## config.mk

```make
export PLATFORM = sky130hd
export DESIGN_NAME = run_length_histogram
export DESIGN_NICKNAME = d
export VERILOG_FILES = /design/src/rtl/rlh_pkg.sv /design/src/rtl/rlh_bin_bank.sv /design/src/rtl/run_length_histogram.sv
export SDC_FILE = /design/constraint.sdc
export NUM_CORES = 1
export LEC_CHECK = 0
export CAP_MARGIN = 5
export CORE_MARGIN = 2
export CORE_UTILIZATION = 45
export CTS_CLUSTER_DIAMETER = 60
export DETAILED_ROUTE_END_ITERATION = 8
export GPL_ROUTABILITY_DRIVEN = 0
export PLACE_DENSITY = 0.6
export SETUP_SLACK_MARGIN = 0.05
export SLEW_MARGIN = 0
export SYNTH_ARGS = -nofsm -noshare
export SYNTH_HDL_FRONTEND = slang
export SYNTH_HIERARCHICAL = 1
export SYNTH_SLANG_ARGS = --single-unit
```

## constraint.sdc

```tcl
create_clock -name clk -period 8.2 [get_ports clk]
set_input_delay 2.05 -clock clk [delete_from_list [all_inputs] [get_ports clk]]
set_output_delay 2.05 -clock clk [all_outputs]
set_load 0.02 [all_outputs]
```

## src/rtl/rlh_pkg.sv

```systemverilog
// Shared definitions for the run-length histogram.
//   - rlh_state_e : control FSM states (clear sweep, counting, final commit, hold)
//   - Def*        : default values for the NUM_BINS / FRAME_LEN / BIN_W parameters
package rlh_pkg;

  localparam int unsigned DefNumBins  = 16;
  localparam int unsigned DefFrameLen = 1024;
  localparam int unsigned DefBinW     = 10;

  typedef enum logic [1:0] {
    StClear = 2'd0,
    StRun   = 2'd1,
    StFlush = 2'd2,
    StDone  = 2'd3
  } rlh_state_e;

endpackage

```

## src/rtl/rlh_bin_bank.sv

```systemverilog
// Histogram bin storage with saturating increment, single-bin clear port and a registered read
// port that bypasses the write performed in the same cycle.
// Ports:
//   clk, rst_n           clock, asynchronous active-low reset (zeroes all bins and rd_data)
//   clr_en, clr_addr     zero bin clr_addr this cycle (wins over an increment)
//   inc_en, inc_addr     saturating +1 on bin inc_addr this cycle
//   rd_addr, rd_data     rd_data = bin[rd_addr] as it stands after this clock edge
//   clip                 (RLH_SAT_FLAG_EN only) an increment this cycle hit saturation
module rlh_bin_bank
  import rlh_pkg::*;
#(
  parameter int unsigned NUM_BINS = DefNumBins,
  parameter int unsigned BIN_W    = DefBinW
) (
  input  logic                        clk,
  input  logic                        rst_n,
  input  logic                        clr_en,
  input  logic [$clog2(NUM_BINS)-1:0] clr_addr,
  input  logic                        inc_en,
  input  logic [$clog2(NUM_BINS)-1:0] inc_addr,
  input  logic [$clog2(NUM_BINS)-1:0] rd_addr,
  output logic [BIN_W-1:0]            rd_data
`ifdef RLH_SAT_FLAG_EN
  ,
  output logic                        clip
`endif
);

  logic [BIN_W-1:0] bins_q [NUM_BINS];
  logic [BIN_W-1:0] inc_val;
  logic             inc_full;
  logic [BIN_W-1:0] rd_next;

  assign inc_full = &bins_q[inc_addr];
  assign inc_val  = inc_full ? bins_q[inc_addr] : bins_q[inc_addr] + 1'b1;

`ifdef RLH_SAT_FLAG_EN
  assign clip = inc_en && !clr_en && inc_full;
`endif

  always_ff @(posedge clk or negedge rst_n) begin
    if (!rst_n) begin
      for (int i = 0; i < NUM_BINS; i++) begin
        bins_q[i] <= '0;
      end
    end else if (clr_en) begin
      bins_q[clr_addr] <= '0;
    end else if (inc_en) begin
      bins_q[inc_addr] <= inc_val;
    end
  end

  // Read data reflects the array after this edge, so same-cycle writes are forwarded.
  always_comb begin
    rd_next = bins_q[rd_addr];
    if (clr_en && (clr_addr == rd_addr)) begin
      rd_next = '0;
    end else if (inc_en && (inc_addr == rd_addr)) begin
      rd_next = inc_val;
    end
  end

  always_ff @(posedge clk or negedge rst_n) begin
    if (!rst_n) begin
      rd_data <= '0;
    end else begin
      rd_data <= rd_next;
    end
  end

endmodule

```

## src/rtl/run_length_histogram.sv

```systemverilog
// Run-length histogram of a serial bit stream. Each frame of FRAME_LEN valid bits is split into
// runs of equal bits; bin k counts runs of length k+1, longer runs land in the last bin.
// Optional feature: define RLH_SAT_FLAG_EN to add the sticky sat_flag output.
// Ports:
//   clk, rst_n     clock, asynchronous active-low reset (state forced to RUN, bins zeroed)
//   hist_init      start a clear sweep next cycle, aborting any frame in progress
//   data_valid     qualifies data_in; gaps pause the run
//   data_in        serial data bit
//   rd_addr        bin select; rd_data shows bin[rd_addr] one cycle later
//   rd_data        selected bin value
//   busy           high while the clear sweep runs
//   frame_done     one-cycle pulse once the final run of a frame is committed
//   sat_flag       (RLH_SAT_FLAG_EN only) sticky: some increment was clipped
module run_length_histogram
  import rlh_pkg::*;
#(
  parameter int unsigned NUM_BINS  = DefNumBins,
  parameter int unsigned FRAME_LEN = DefFrameLen,
  parameter int unsigned BIN_W     = DefBinW
) (
  input  logic                        clk,
  input  logic                        rst_n,
  input  logic                        hist_init,
  input  logic                        data_valid,
  input  logic                        data_in,
  input  logic [$clog2(NUM_BINS)-1:0] rd_addr,
  output logic [BIN_W-1:0]            rd_data,
  output logic                        busy,
  output logic                        frame_done
`ifdef RLH_SAT_FLAG_EN
  ,
  output logic                        sat_flag
`endif
);

  localparam int unsigned AddrW = $clog2(NUM_BINS);
  localparam int unsigned RunW  = $clog2(NUM_BINS + 1);
  localparam int unsigned CntW  = $clog2(FRAME_LEN + 1);

  rlh_state_e      state_q, state_d;
  logic [RunW-1:0] run_len_q, run_len_d;
  logic [CntW-1:0] bit_cnt_q, bit_cnt_d;
  logic            prev_q, prev_d;
  logic [AddrW-1:0] clr_idx_q, clr_idx_d;
  logic            frame_done_d;

  logic            clr_en;
  logic            inc_en;
  logic [AddrW-1:0] run_bin;

  // run_len never exceeds NUM_BINS, so run_len-1 always fits a bin address.
  assign run_bin = AddrW'(run_len_q - RunW'(1));
  assign busy    = (state_q == StClear);

  always_comb begin
    state_d      = state_q;
    run_len_d    = run_len_q;
    bit_cnt_d    = bit_cnt_q;
    prev_d       = prev_q;
    clr_idx_d    = clr_idx_q;
    frame_done_d = 1'b0;
    clr_en       = 1'b0;
    inc_en       = 1'b0;

    if (hist_init) begin
      // Pending run is dropped: no increment is issued this cycle.
      state_d   = StClear;
      run_len_d = '0;
      bit_cnt_d = '0;
      prev_d    = 1'b0;
      clr_idx_d = '0;
    end else begin
      unique case (state_q)
        StClear: begin
          clr_en    = 1'b1;
          clr_idx_d = clr_idx_q + 1'b1;
          if (clr_idx_q == AddrW'(NUM_BINS - 1)) begin
            state_d = StRun;
          end
        end
        StRun: begin
          if (data_valid) begin
            bit_cnt_d = bit_cnt_q + 1'b1;
            prev_d    = data_in;
            // run_len == 0 marks "no previous bit yet" at the start of a frame.
            if (run_len_q == '0) begin
              run_len_d = RunW'(1);
            end else if (data_in != prev_q) begin
              inc_en    = 1'b1;
              run_len_d = RunW'(1);
            end else if (run_len_q != RunW'(NUM_BINS)) begin
              run_len_d = run_len_q + 1'b1;
            end
            if (bit_cnt_q == CntW'(FRAME_LEN - 1)) begin
              state_d = StFlush;
            end
          end
        end
        StFlush: begin
          inc_en       = 1'b1;
          frame_done_d = 1'b1;
          state_d      = StDone;
        end
        StDone: begin
        end
        default: state_d = StRun;
      endcase
    end
  end

  always_ff @(posedge clk or negedge rst_n) begin
    if (!rst_n) begin
      state_q    <= StRun;
      run_len_q  <= '0;
      bit_cnt_q  <= '0;
      prev_q     <= 1'b0;
      clr_idx_q  <= '0;
      frame_done <= 1'b0;
    end else begin
      state_q    <= state_d;
      run_len_q  <= run_len_d;
      bit_cnt_q  <= bit_cnt_d;
      prev_q     <= prev_d;
      clr_idx_q  <= clr_idx_d;
      frame_done <= frame_done_d;
    end
  end

`ifdef RLH_SAT_FLAG_EN
  logic clip;

  always_ff @(posedge clk or negedge rst_n) begin
    if (!rst_n) begin
      sat_flag <= 1'b0;
    end else if (hist_init) begin
      sat_flag <= 1'b0;
    end else if (clip) begin
      sat_flag <= 1'b1;
    end
  end
`endif

  rlh_bin_bank #(
    .NUM_BINS (NUM_BINS),
    .BIN_W    (BIN_W)
  ) u_bin_bank (
    .clk      (clk),
    .rst_n    (rst_n),
    .clr_en   (clr_en),
    .clr_addr (clr_idx_q),
    .inc_en   (inc_en),
    .inc_addr (run_bin),
    .rd_addr  (rd_addr),
    .rd_data  (rd_data)
`ifdef RLH_SAT_FLAG_EN
    ,
    .clip     (clip)
`endif
  );

endmodule

```

### After elaboration in Yosys (flattened, before gate mapping)

Cells that the tools add are included.
Widths: inputs -> output; s select.

| storage, ports and cells | value |
|---|---|
| flip-flop bits (word level) | 194 |
| input bits | 9 |

| cells by class | value |
|---|---|
| add/subtract/negate cells | 5 |
| magnitude comparators | 5 |
| eq/ne operators | 11 |
| muxes and demuxes | 44 |
| bitwise operators | 5 |
| reductions and logical operators | 16 |

Operator list:

| operator | number |
|---|---|
| $mux 160 | 2 |
| $and 160x160->160 | 1 |
| $bwmux 160 | 1 |
| $not 160->160 | 1 |
| $mux 10 | 9 |
| $bmux 10 s4 | 2 |
| $demux 10 s4 | 2 |
| $mux 11 | 3 |
| $mux 5 | 6 |
| $ge 5x5->1 const B | 3 |
| $not 4->5 | 3 |
| $add 11x1->11 const B | 1 |
| $eq 11x10->1 const B | 1 |
| $mux 1 | 11 |
| $add 10x1->10 const B | 1 |
| $lt 5x1->1 const B | 2 |
| $reduce_and 10->1 | 1 |
| $eq 4x4->1 | 2 |
| $mux 2 | 4 |
| $mux 4 | 2 |
| $reduce_bool 2->1 | 4 |
| $reduce_bool 4->1 | 2 |
| $ne 3x3->1 const B | 2 |
| $pmux 2 s3 | 1 |
| 16 further kinds | 19 |

### Logic depth before layout (Yosys ltp)

Gate-level depths: netlist of run 1.

| logic depth | value |
|---|---|
| depth in word-level cells | 10 |
| mapped depth | 18 |

### By module

The synthesis of run 1 kept the hierarchy.

By module, submodules not included:

| module | times used | cells an instance | area each (sq um) | seq. area each (sq um) |
|---|---|---|---|---|
| rlh_bin_bank | 1 | 801 | 9,560.4 | 4,254.1 |
| run_length_histogram | 1 | 141 | 1,357.6 | 601.8 |

### Worst setup path after synthesis of run 1

Ideal clock, no wire load.

| timing | value |
|---|---|
| kind | input-to-reg |
| start point | input port rd_addr[0] |
| end point | register u_bin_bank.rd_data[6] |
| setup time | 0.146 ns |
| data arrival time | 4.316 ns |
| required time | 8.054 ns |
| setup slack | 3.738 ns |
| cell stages on the path | 7 |
| cells stage by stage | clkbuf_1 clkbuf_1 buf_2 mux4_2 mux4_2 nand2_1 o31ai_1 |

| on the way | value |
|---|---|
| longest elaborated chain between the ends | 6 |

Ends and longest elaborated chain:

| element | RTL line | text |
|---|---|---|
| start: declaration | run_length_histogram.sv:26 | `input logic [$clog2(NUM_BINS)-1:0] rd_addr,` |
| $not 4->5 (not written as such) | rlh_bin_bank.sv:55 | `rd_next = bins_q[rd_addr];` |
| $bmux 10 s4 | rlh_bin_bank.sv:55 |  |
| $mux 10 (not written as such) (2 in series) | rlh_bin_bank.sv:55 |  |
| $mux 10 | rlh_bin_bank.sv:58 | `end else if (inc_en && (inc_addr == rd_addr)) begin` |
| $mux 10 (*) | rlh_bin_bank.sv:56 | `if (clr_en && (clr_addr == rd_addr)) begin` |
| net u_bin_bank.rd_next[6] | rlh_bin_bank.sv:32 | `logic [BIN_W-1:0] rd_next;` |
| end signal: assignment | rlh_bin_bank.sv:67 | `rd_data <= rd_next;` |
| end: declaration | rlh_bin_bank.sv:22 | `output logic [BIN_W-1:0] rd_data` |

The timed path passes the listed nets; every way through them passes the cells marked *. The select of a mux whose other input is x is not followed.
A chain may end at the register's enable or synchronous reset.

### Worst setup path after layout of run 1

| timing | value |
|---|---|
| start point | input port data_valid |
| end point | register u_bin_bank/bins_q[140] in the netlist's numbering |

| on the way | value |
|---|---|
| longest elaborated chain between the ends | 4 |

Ends and longest elaborated chain:

| element | RTL line | text |
|---|---|---|
| start: declaration | run_length_histogram.sv:24 | `input logic data_valid,` |
| $mux 1 | run_length_histogram.sv:82 | `if (data_valid) begin` |
| $pmux 1 s2 | run_length_histogram.sv:73 | `unique case (state_q)` |
| $mux 1 | run_length_histogram.sv:65 | `if (hist_init) begin` |
| net inc_en | run_length_histogram.sv:48 | `logic inc_en;` |
| $reduce_bool 2->1 (no line) | n/a |  |
| end signal: indexed assignment | rlh_bin_bank.sv:49 | `bins_q[inc_addr] <= inc_val;` |
| end: declaration | rlh_bin_bank.sv:29 | `logic [BIN_W-1:0] bins_q [NUM_BINS];` |

The timed path passes the listed nets, and every way through them passes these cells.

==> run metrics, run 1 <==
CTS sink cnt 194; Via density 6.52; Min Hold Slack 0.502 ns; DR iter-0 viols 1057; Flop pwr share 0.510; post-synthesis area per instance 11.6 um^2; Die Y 160 um; flop2flop setup slack 2.99 ns; Post-Syn Nets 960; Critical Path AT 5.61 ns; fin crit share 0.644; Starting Density 0.454; Async S/R FF share, synth 1.00; Critical R2R Launch run_len_q[0]; multiplexer share of the synthesized area 0.193; number of synthesized register bits 194; Buf+Inv Stages, Crit Path 1; initial antenna violation count 1; YS warnings 6; Hold Path Stages 2; DP HPWL 21800 um; die area 25500 um^2; sequential area share after synthesis 0.445; Worst path max stage delay 0.53 ns; post-synthesis cell type count 71; Ports 21; crit start category input pin; vias in the first global route 8267; P_sw 467 uW; Final min period 5.28 ns; chip width 160 um; Crit path max-delay family simple AND/OR/NAND/NOR gates; adder-cell area share of the yosys netlist 0.0103; Final ANT Viol Nets 0; crit path kind input pin to flip-flop; largest fanout on the critical path 10; Clk pwr share 0.443; DR DRC count 0; worst slew pin tran 1.35 ns; XOR/XNOR Fraction of Synth Area 0.0225; clock skew 0.0164 ns; DR pass1 iterations 8; largest family of logic cells by synthesized area multiplexers; CP cell instances clkdlybuf4s50_1 > nand2_1 > a211oi_1 > nor2_1 > nor2_1 > nor2b_1 > nand2_1 > or2_2 > nor2_1 > a21oi_1 > a31o_2 > a22o_1; total gr overflow 0; run status complete, no violations; CTS buffer count 17; area fraction in compound gates after synthesis 0.166; Crit-path slowest cell clkdlybuf4s50_1; leakage 4.98 nW; worst skew pair latency 0.45 ns; Crit path top cell by count nor2_1; layout cells sized above 1 0.175; Synth Area in Simple Gates 0.127; fin. max-slew vios 0; setup bufs post-CTS 0; Syn-to-layout area delta 9.14%; core area 24000 um^2; min-delay worst type flip-flop to flip-flop; Root Driver clkbuf_16; final setup fails 0; Cell Area, Synth 10900 um^2; Std-Cell Rows 57; largest net degree at the start of global routing 120; CP Capture Type flip-flop; global-route wire length before repair 51000 um; switch share 0.247; cts hold-fix bufs 0; peak supply drop 0.108 mV; max frequency 189 MHz; Critical R2R Capture u_bin_bank/bins_q[42]; Clock Pin Slew Worst Setup and Hold Paths 0.07 ns; # port buffers 20; CTS tree built; number of flops mapped to enable cells by yosys 0; Final Hold Fails 0; Comb pwr share 0.047; Hold Startpoint u_bin_bank/bins_q[91]; CTS max path bufs 2; Max Cap Viol 0; Critical Path RT 8.53 ns; Total Negative Setup Slacks 0 ns; final wirelength 32800 um; power per cell area 158 nW/um^2; GRT Overall Usage 0.266; vias 8351; Main synth FF type dfrtp_1; R2R depth 13; WHS Endpoint u_bin_bank/bins_q[91]; Fillers 2154; nets 960; drt wl/cell 25.7 um; Int Power 1.42 mW; unrepaired setup endpoints after global routing no; post-CTS resize count 0; Rel. slew slack 0.103; H-tree Lvls 4; synthesized netlist cell count 942
[worst max path at each step]
stage / from / to / slack [ns] / depth (start not counted)
6_report: data_valid / u_bin_bank/bins_q[140] / 2.92 / 12
5_1_grt: run_len_q[0] / u_bin_bank/bins_q[42] / 2.61 / 13
4_1_cts: data_valid / u_bin_bank/bins_q[140] / 2.98 / 12
3_5_place_dp: data_valid / u_bin_bank/bins_q[142] / 2.53 / 12
3_3_place_gp: data_valid / u_bin_bank/bins_q[140] / 2.60 / 12
2_1_floorplan: rd_addr[0] / u_bin_bank/rd_data[6] / 3.74 / 7
[area by class of cell]
type | count | area (um^2) | share of cell area
clock buffers | 19 | 443 | 0.0372
diodes | 1 | 2.50 | 0.000210
flip-flops and latches | 194 | 4860 | 0.407
multi-input cells | 680 | 5690 | 0.477
inverters | 7 | 26.3 | 0.00220
well taps | 324 | 405 | 0.0340
repair buffers | 42 | 359 | 0.0301
clock inverters | 13 | 136 | 0.0114
[metrics by stage]
stage                      util  power, mW  instances  worst slack, ns  cell area [um^2]
after floorplan               -       1.03        942             3.74             10900
after global placement    0.472       1.07       1247             2.60             11300
after CTS                 0.496       1.91       1279             2.98             11900
after detailed placement  0.472       1.07       1247             2.53             11300
final                     0.496       1.89       1280             2.92             11900
after global routing      0.496       1.96       1279             2.61             11900
[Yosys cell counts (all sizes together), types with 11 or more instances]
cell	instances	area, um^2
buf	39	279
xor2	15	131
dfrtp	193	4830
o31ai	11	82.6
mux4	90	2070
nor2	52	200
nor3	14	75.1
o211ai	13	97.6
xnor2	13	114
a22o	79	694
a22oi	12	95.1
nand2	149	562
clkbuf	22	87.6
o21ai	67	335
a21oi	31	159
[cell families after synthesis]
| family | after synthesis |
|---|---|
| xor gates and xnor gates | 28 |
| buffers and inverters | 68 |
| adders and majority gates | 9 |
| AOI/OAI and AO/OA | 256 |
| muxes | 93 |
| and+or+nand+nor | 294 |
| DFF | 194 |
[power groups by stage]
stage	clock network (mW)	logic (mW)	registers [mW]
2_1_floorplan	0	0.0521	0.979
3_3_place_gp	0	0.0892	0.981
3_5_place_dp	0	0.0891	0.982
4_1_cts	0.855	0.0892	0.963
5_1_grt	0.896	0.0966	0.963
6_report	0.836	0.0879	0.963
[placed cells by master, fill, tap and decap left out, types with 7 or more instances in the layout]
| cell type | instances |
|---|---|
| a21o_1 | 9 |
| a21oi_1 | 30 |
| a22o_1 | 77 |
| a22oi_1 | 11 |
| a31oi_1 | 9 |
| buf_4 | 22 |
| clkbuf_16 | 17 |
| clkdlybuf4s50_1 | 17 |
| dfrtp_1 | 193 |
| ha_1 | 9 |
| mux4_1 | 11 |
| mux4_2 | 77 |
| nand2_1 | 148 |
| nand3_1 | 8 |
| nand4_1 | 7 |
| nor2_1 | 50 |
| nor2b_1 | 9 |
| nor3_1 | 13 |
| o211ai_1 | 13 |
| o21ai_0 | 64 |
| o31ai_1 | 10 |
| xnor2_1 | 13 |
| xor2_1 | 14 |
[flip-flops by register name, indices dropped and copies added (netlist names)]
| register | count |
|---|---|
| prev_q | 1 |
| bit_cnt_q | 11 |
| run_len_q | 5 |
| state_q | 2 |
| u_bin_bank/bins_q | 160 |
| clr_idx_q | 4 |
| u_bin_bank/rd_data | 10 |
| frame_done | 1 |
[metal layers]
layer,GRT usage,up-vias,part of all wire
li1,-,3612,-
met1,0.372,4228,0.42
met2,0.416,435,0.47
met3,0.0569,76,0.084
met4,0.0876,0,0.028
met5,0,-,0
[worst min-delay path: stages, from the launching register on]
cell and delay, ns:
dfrtp_1 0.36, nand2_1 0.05, o21ai_0 0.06
No activity file was read; power rests on OpenSTA's default activity.
==> run 2: changes to the inputs <==
==> constraint.sdc (replaced) <==
create_clock -name clk -period 5.1 [get_ports clk]
set_input_delay 1.275 -clock clk [delete_from_list [all_inputs] [get_ports clk]]
set_output_delay 1.275 -clock clk [all_outputs]
set_load 0.02 [all_outputs]
==> run 2 against run 1 <==
Effect of this change: final cell count rose by 2.2%; critical path depth fell by 1; utilization rose by 0.88 points; combinational power rose by 68%.
==> run metrics, run 2 (synthesized netlist as in run 1, its figures left out) <==
leading cell type in the layout, fill and taps excluded dfrtp_1 (unchanged); final wirelength 32800 um (about the same); GRT Overall Usage 0.266 (about the same); dpl ws 0.588 ns (was 2.53 ns); Setup crit end u_bin_bank/bins_q[30] (was u_bin_bank/bins_q[140]); power per cell area 249 nW/um^2 (was 158 nW/um^2); Min Hold Slack 0.500 ns (was 0.502 ns); drt wl/cell 25.1 um (was 25.7 um); run status complete, no violations (unchanged); CTS max path bufs 2 (unchanged); CTS sink cnt 194 (unchanged); max frequency 227 MHz; setup bufs post-CTS 0 (unchanged); Syn-to-layout area delta 11.1% (was 9.14%); ant diodes 0 (was 1); vias 8485 (was 8351); vias in the first global route 8511 (was 8267); Crit-path slowest cell and2_1 (was clkdlybuf4s50_1); Clk pwr share 0.438 (was 0.443); core area 24000 um^2 (unchanged); biggest regs u_bin_bank/bins_q (160), bit_cnt_q (11), u_bin_bank/rd_data (10) (unchanged); Max Cap Viol 0 (unchanged); chip width 160 um (unchanged); initial antenna violation count 0 (was 1); R2R depth 11 (was 13); CTS buffer count 17 (unchanged); Critical Path RT 5.47 ns (was 8.53 ns); Post-DP Area 11600 um^2 (was 11300 um^2); largest net degree at the start of global routing 73 (was 120); Final min period 4.41 ns; fin. max-slew vios 0 (unchanged); Ports 21 (unchanged); Buf+Inv Stages, Crit Path 3 (was 1); # port buffers 20 (unchanged); DP HPWL 23000 um (was 21800 um); Clock Pin Slew Worst Setup and Hold Paths 0.07 ns (about the same); fin util 0.505 (was 0.496); DR DRC count 0 (unchanged); worst skew pair latency 0.44 ns (was 0.45 ns); worst setup path start run_len_q[0] (was data_valid); CTS tree built (unchanged); Critical Path AT 4.78 ns (was 5.61 ns); CP Capture Type flip-flop (unchanged); Std-Cell Rows 57 (unchanged); nets 989 (was 960); Top reg by flops u_bin_bank/bins_q (unchanged); largest fanout on the critical path 21 (was 10); Starting Density 0.454 (unchanged); peak supply drop 0.198 mV (was 0.108 mV); post-CTS resize count 0 (unchanged); Int Power 2.28 mW (was 1.42 mW); Comb pwr share 0.049 (was 0.047); Final WS setup 0.685 ns (was 2.92 ns); Root Driver clkbuf_16 (unchanged); DP Cell Count 1276 (was 1247); Total Negative Setup Slacks 0 ns (unchanged); crit path kind flip-flop to flip-flop (was input pin to flip-flop); Final Hold Fails 0 (unchanged); switch share 0.245 (was 0.247); max FFs per register 160 (unchanged); commonest cells after routing, fill and taps aside 193 x dfrtp_1, 148 x nand2_1, 77 x mux4_2, 77 x a22o_1, 64 x o21ai_0 (unchanged); unrepaired setup endpoints after global routing no (unchanged); Via density 6.49 (was 6.52); clock skew 0.0120 ns (was 0.0164 ns); leakage 5.11 nW (was 4.98 nW); Worst path max stage delay 0.74 ns (was 0.53 ns); worst slew pin tran 1.26 ns (was 1.35 ns); H-tree Lvls 4 (unchanged); Crit path depth 11 (was 12); flop2flop setup slack 0.69 ns (was 2.99 ns); Flop pwr share 0.513 (was 0.510); total gr overflow 0 (unchanged); layout cells sized above 1 0.198 (was 0.175); Critical R2R Capture u_bin_bank/bins_q[30] (was u_bin_bank/bins_q[42]); min-delay worst type flip-flop to flip-flop (unchanged); global-route wire length before repair 51500 um (was 51000 um); cts hold-fix bufs 0 (unchanged); Tot Pwr 3.02 mW (was 1.89 mW); fin crit share 0.866; Non-Filler Instances 1308 (was 1280); Crit path max-delay family simple AND/OR/NAND/NOR gates (unchanged); DR pass1 iterations 7 (was 8); Die Y 160 um (unchanged); crit start category flip-flop (was input pin); final setup fails 0 (unchanged); CP cell instances inv_2 > ha_1 > inv_2 > buf_4 > mux4_2 > a22o_1 > nor2_1 > or4_4 > o21ai_1 > and2_1 > a22o_1 (was clkdlybuf4s50_1 > nand2_1 > a211oi_1 > nor2_1 > nor2_1 > nor2b_1 > nand2_1 > or2_2 > nor2_1 > a21oi_1 > a31o_2 > a22o_1); die area 25500 um^2 (unchanged); DR iter-0 viols 901 (was 1057); fin area 12100 um^2 (was 11900 um^2); Final ANT Viol Nets 0 (unchanged); Rel. slew slack 0.157 (was 0.103); P_sw 739 uW (was 467 uW); Critical R2R Launch run_len_q[0] (unchanged)
-- run 2: area by class of cell --
type | count | area, um^2
fill | 2195 | 11900
clock inverter | 13 | 128
timing repair buffer | 71 | 589
tap | 324 | 405
sequential | 194 | 4860
multi-input combinational | 680 | 5680
inverter | 7 | 26.3
clock buffer | 19 | 443
-- run 2: power groups by stage --
| stage | logic, mW | registers [mW] | clock network, mW |
|---|---|---|---|
| 2_1_floorplan | 0.0837 | 1.57 | 0 |
| 3_3_place_gp | 0.148 | 1.58 | 0 |
| 3_5_place_dp | 0.149 | 1.58 | 0 |
| 4_1_cts | 0.150 | 1.55 | 1.35 |
| 5_1_grt | 0.161 | 1.55 | 1.41 |
| 6_report | 0.148 | 1.55 | 1.32 |
-- run 2: routing by layer --
layer | vias up | share of wire | global-route usage
met5 | - | 0 | 0
met4 | 0 | 0.024 | 0.0893
met3 | 50 | 0.083 | 0.0618
met2 | 394 | 0.47 | 0.411
met1 | 4383 | 0.43 | 0.373
li1 | 3658 | - | -
-- run 2: worst min path at each step --
stage / startpoint / end / depth (start not counted)
after floorplan: u_bin_bank/bins_q[19] / u_bin_bank/bins_q[19] / 2
after global placement: u_bin_bank/bins_q[56] / u_bin_bank/bins_q[56] / 2
after detailed placement: u_bin_bank/bins_q[56] / u_bin_bank/bins_q[56] / 2
after CTS: u_bin_bank/bins_q[56] / u_bin_bank/bins_q[56] / 2
after global routing: u_bin_bank/bins_q[61] / u_bin_bank/bins_q[61] / 2
final: u_bin_bank/bins_q[155] / u_bin_bank/bins_q[155] / 2
-- run 2: worst register-to-register path, stage by stage (launching register included) --
cell     delay [ns]
dfrtp_1        0.46
inv_2          0.09
ha_1           0.31
inv_2          0.46
buf_4          0.34
mux4_2         0.23
a22o_1         0.20
nor2_1         0.14
or4_4          0.60
o21ai_1        0.48
and2_1         0.75
a22o_1         0.28
==> run 3: changes to the inputs <==
--- a/config.mk
+++ b/config.mk
@@ -11,7 +11,7 @@
 export CTS_CLUSTER_DIAMETER = 60
 export DETAILED_ROUTE_END_ITERATION = 8
 export GPL_ROUTABILITY_DRIVEN = 0
-export PLACE_DENSITY = 0.6
+export PLACE_DENSITY = 0.69
 export SETUP_SLACK_MARGIN = 0.05
 export SLEW_MARGIN = 0
 export SYNTH_ARGS = -nofsm -noshare
==> run 3 against run 2 <==
Effect of this change: non-clock buffer count shrank 14; wire length shrank 5.0%; final cell count shrank 1.3%; clock skew is essentially flat; final area shrank 0.61%; hold slack gained 0.0032 ns; flip-flop and latch count is the same; sequential power is essentially flat; via count is essentially flat; combinational power shrank 3%; largest cell class unchanged; largest power group unchanged; highest routed layer unchanged.
==> run metrics, run 3 (synthesized netlist as in run 1, its figures left out) <==
H-tree Lvls 4 (unchanged); Worst path max stage delay 0.84 ns (was 0.74 ns); final wirelength 31200 um (was 32800 um); chip width 160 um (unchanged); DR iter-0 viols 863 (was 901); Crit path depth 13 (was 11); Critical R2R Capture u_bin_bank/bins_q[22] (was u_bin_bank/bins_q[30]); Crit path max-delay family simple AND/OR/NAND/NOR gates (unchanged); cts hold-fix bufs 0 (unchanged); commonest cells after routing, fill and taps aside 193 x dfrtp_1, 148 x nand2_1, 77 x mux4_2, 77 x a22o_1, 64 x o21ai_0 (unchanged); GRT Overall Usage 0.253 (was 0.266); Fillers 2100 (was 2195); leading cell type in the layout, fill and taps excluded dfrtp_1 (unchanged); Total Negative Setup Slacks 0 ns (unchanged); WHS Endpoint u_bin_bank/bins_q[15] (was u_bin_bank/bins_q[155]); register area 4860 um^2 (unchanged); fin. max-slew vios 0 (unchanged); total gr overflow 0 (unchanged); DR DRC count 0 (unchanged); largest net degree at the start of global routing 118 (was 73); die area 25500 um^2 (unchanged); Ports 21 (unchanged); met3 usage 0.0618 (unchanged); ant diodes 0 (unchanged); # port buffers 20 (unchanged); Buf+Inv Stages, Crit Path 2 (was 3); vias 8477 (was 8485); crit path kind flip-flop to flip-flop (unchanged); R2R depth 13 (was 11); post-CTS resize count 0 (unchanged); Final ANT Viol Nets 0 (unchanged); Hold Startpoint u_bin_bank/bins_q[15] (was u_bin_bank/bins_q[155]); Critical Path RT 5.47 ns (about the same); max FFs per register 160 (unchanged); max frequency 220 MHz (was 227 MHz); worst slew pin tran 1.22 ns (was 1.26 ns); peak supply drop 0.153 mV (was 0.198 mV); Clock Pin Slew Worst Setup and Hold Paths 0.06 ns (was 0.07 ns); Hold Path Stages 2 (unchanged); Root Driver clkbuf_16 (unchanged); leakage 5.07 nW (was 5.11 nW); Starting Density 0.454 (unchanged); CTS max path bufs 2 (unchanged); Std-Cell Rows 57 (unchanged); CP Capture Type flip-flop (unchanged); Syn-to-layout area delta 10.4% (was 11.1%); CTS tree built (unchanged); drt wl/cell 24.1 um (was 25.1 um); clock skew 0.0121 ns (was 0.0120 ns); Top reg by flops u_bin_bank/bins_q (unchanged); largest fanout on the critical path 15 (was 21); nets 975 (was 989); setup bufs post-CTS 0 (unchanged); GRT Max-Usage Layer met2 (unchanged); Via density 6.57 (was 6.49); Crit-path slowest cell and2_0 (was and2_1); power per cell area 254 nW/um^2 (was 249 nW/um^2); worst setup path start run_len_q[0] (unchanged); unrepaired setup endpoints after global routing no (unchanged); Die Y 160 um (unchanged); core area 24000 um^2 (unchanged); min-delay worst type flip-flop to flip-flop (unchanged); Max Cap Viol 0 (unchanged); final setup fails 0 (unchanged); CTS buffer count 17 (unchanged); flop2flop setup slack 0.54 ns (was 0.69 ns); DP Cell Count 1262 (was 1276); vias in the first global route 8379 (was 8511); CTS sink cnt 194 (unchanged); worst skew pair latency 0.44 ns (about the same); fin util 0.502 (was 0.505); multi-input logic area 5680 um^2 (unchanged); CP cell instances inv_2 > ha_1 > xor2_1 > buf_4 > and2_0 > a22oi_1 > nand2_1 > ha_1 > a21bo_2 > nand4b_1 > o211ai_1 > and2_0 > a22o_1 (was inv_2 > ha_1 > inv_2 > buf_4 > mux4_2 > a22o_1 > nor2_1 > or4_4 > o21ai_1 > and2_1 > a22o_1); Critical R2R Launch run_len_q[0] (unchanged); run status complete, no violations (unchanged); layout cells sized above 1 0.184 (was 0.198); Final min period 4.56 ns (was 4.41 ns); met2 Usage GRT 0.385 (was 0.411); Non-Filler Instances 1291 (was 1308); crit start category flip-flop (unchanged); global-route wire length before repair 49800 um (was 51500 um); fin crit share 0.893 (was 0.866); met1 Track Usage GR 0.364 (was 0.373); Rel. slew slack 0.185 (was 0.157); DR pass1 iterations 7 (unchanged); biggest regs u_bin_bank/bins_q (160), bit_cnt_q (11), u_bin_bank/rd_data (10) (unchanged); Final Hold Fails 0 (unchanged); initial antenna violation count 0 (unchanged); Critical Path AT 4.92 ns (was 4.78 ns); DP HPWL 21600 um (was 23000 um)
==> run 3: cell count changes in the layout (fill, tap and decap cells not counted) <==
cell        before  now
clkinvlp_4       4    2
buf_4           50   35
inv_8            2    0
buf_12           1    2
clkbuf_8         2    3
bufinv_16        1    3
inv_6            3    1
==> run 3: per-stage QoR <==
stage          hold slack (ns)  power [mW]  worst slack, ns  area (um^2)
4_1_cts                  0.501        3.10            0.650        12100
3_3_place_gp             0.477        1.72            0.765        11500
3_5_place_dp             0.487        1.72            0.713        11500
6_report                 0.503        3.07            0.545        12100
2_1_floorplan            0.458        1.66             1.32        10900
5_1_grt                  0.524        3.16            0.318        12100
==> run 3: worst reg2reg max path, cell delays in order (launching register included) <==
cell	delay [ns]
dfrtp_1	0.44
inv_2	0.09
ha_1	0.21
xor2_1	0.15
buf_4	0.18
and2_0	0.48
a22oi_1	0.21
nand2_1	0.21
ha_1	0.23
a21bo_2	0.27
nand4b_1	0.29
o211ai_1	0.59
and2_0	0.84
a22o_1	0.28
==> run 3: how the worst max path moves through the flow <==
stage                                  endpoint  slack [ns]
after floorplan           u_bin_bank/bins_q[78]        1.32
after global routing      u_bin_bank/bins_q[43]        0.32
final                     u_bin_bank/bins_q[22]        0.54
after global placement    u_bin_bank/bins_q[22]        0.77
after detailed placement  u_bin_bank/bins_q[62]        0.71
after CTS                 u_bin_bank/bins_q[43]        0.65
==> run 3: per-layer routing <==
| metal | part of all wire | vias up |
|---|---|---|
| met3 | 0.096 | 67 |
| met2 | 0.46 | 493 |
| li1 | - | 3630 |
| met4 | 0.024 | 0 |
| met5 | 0 | - |
| met1 | 0.42 | 4287 |
==> run 3: area by class of cell <==
type                    count  share of cell area
clock buffers              20              0.0379
clock inverters             9              0.0110
inverters                   7             0.00218
multi-input cells         680               0.471
flip-flops and latches    194               0.403
well taps                 324              0.0336
repair buffers             57              0.0412
==> run 3: where the power goes <==
| group | leakage (nW) | switching [mW] | internal, mW |
|---|---|---|---|
| Sequential | 2.71 | 0.00737 | 1.54 |
| Combinational | 2.08 | 0.103 | 0.0402 |
| Clock | 0.284 | 0.584 | 0.790 |
| Total | 5.07 | 0.694 | 2.37 |
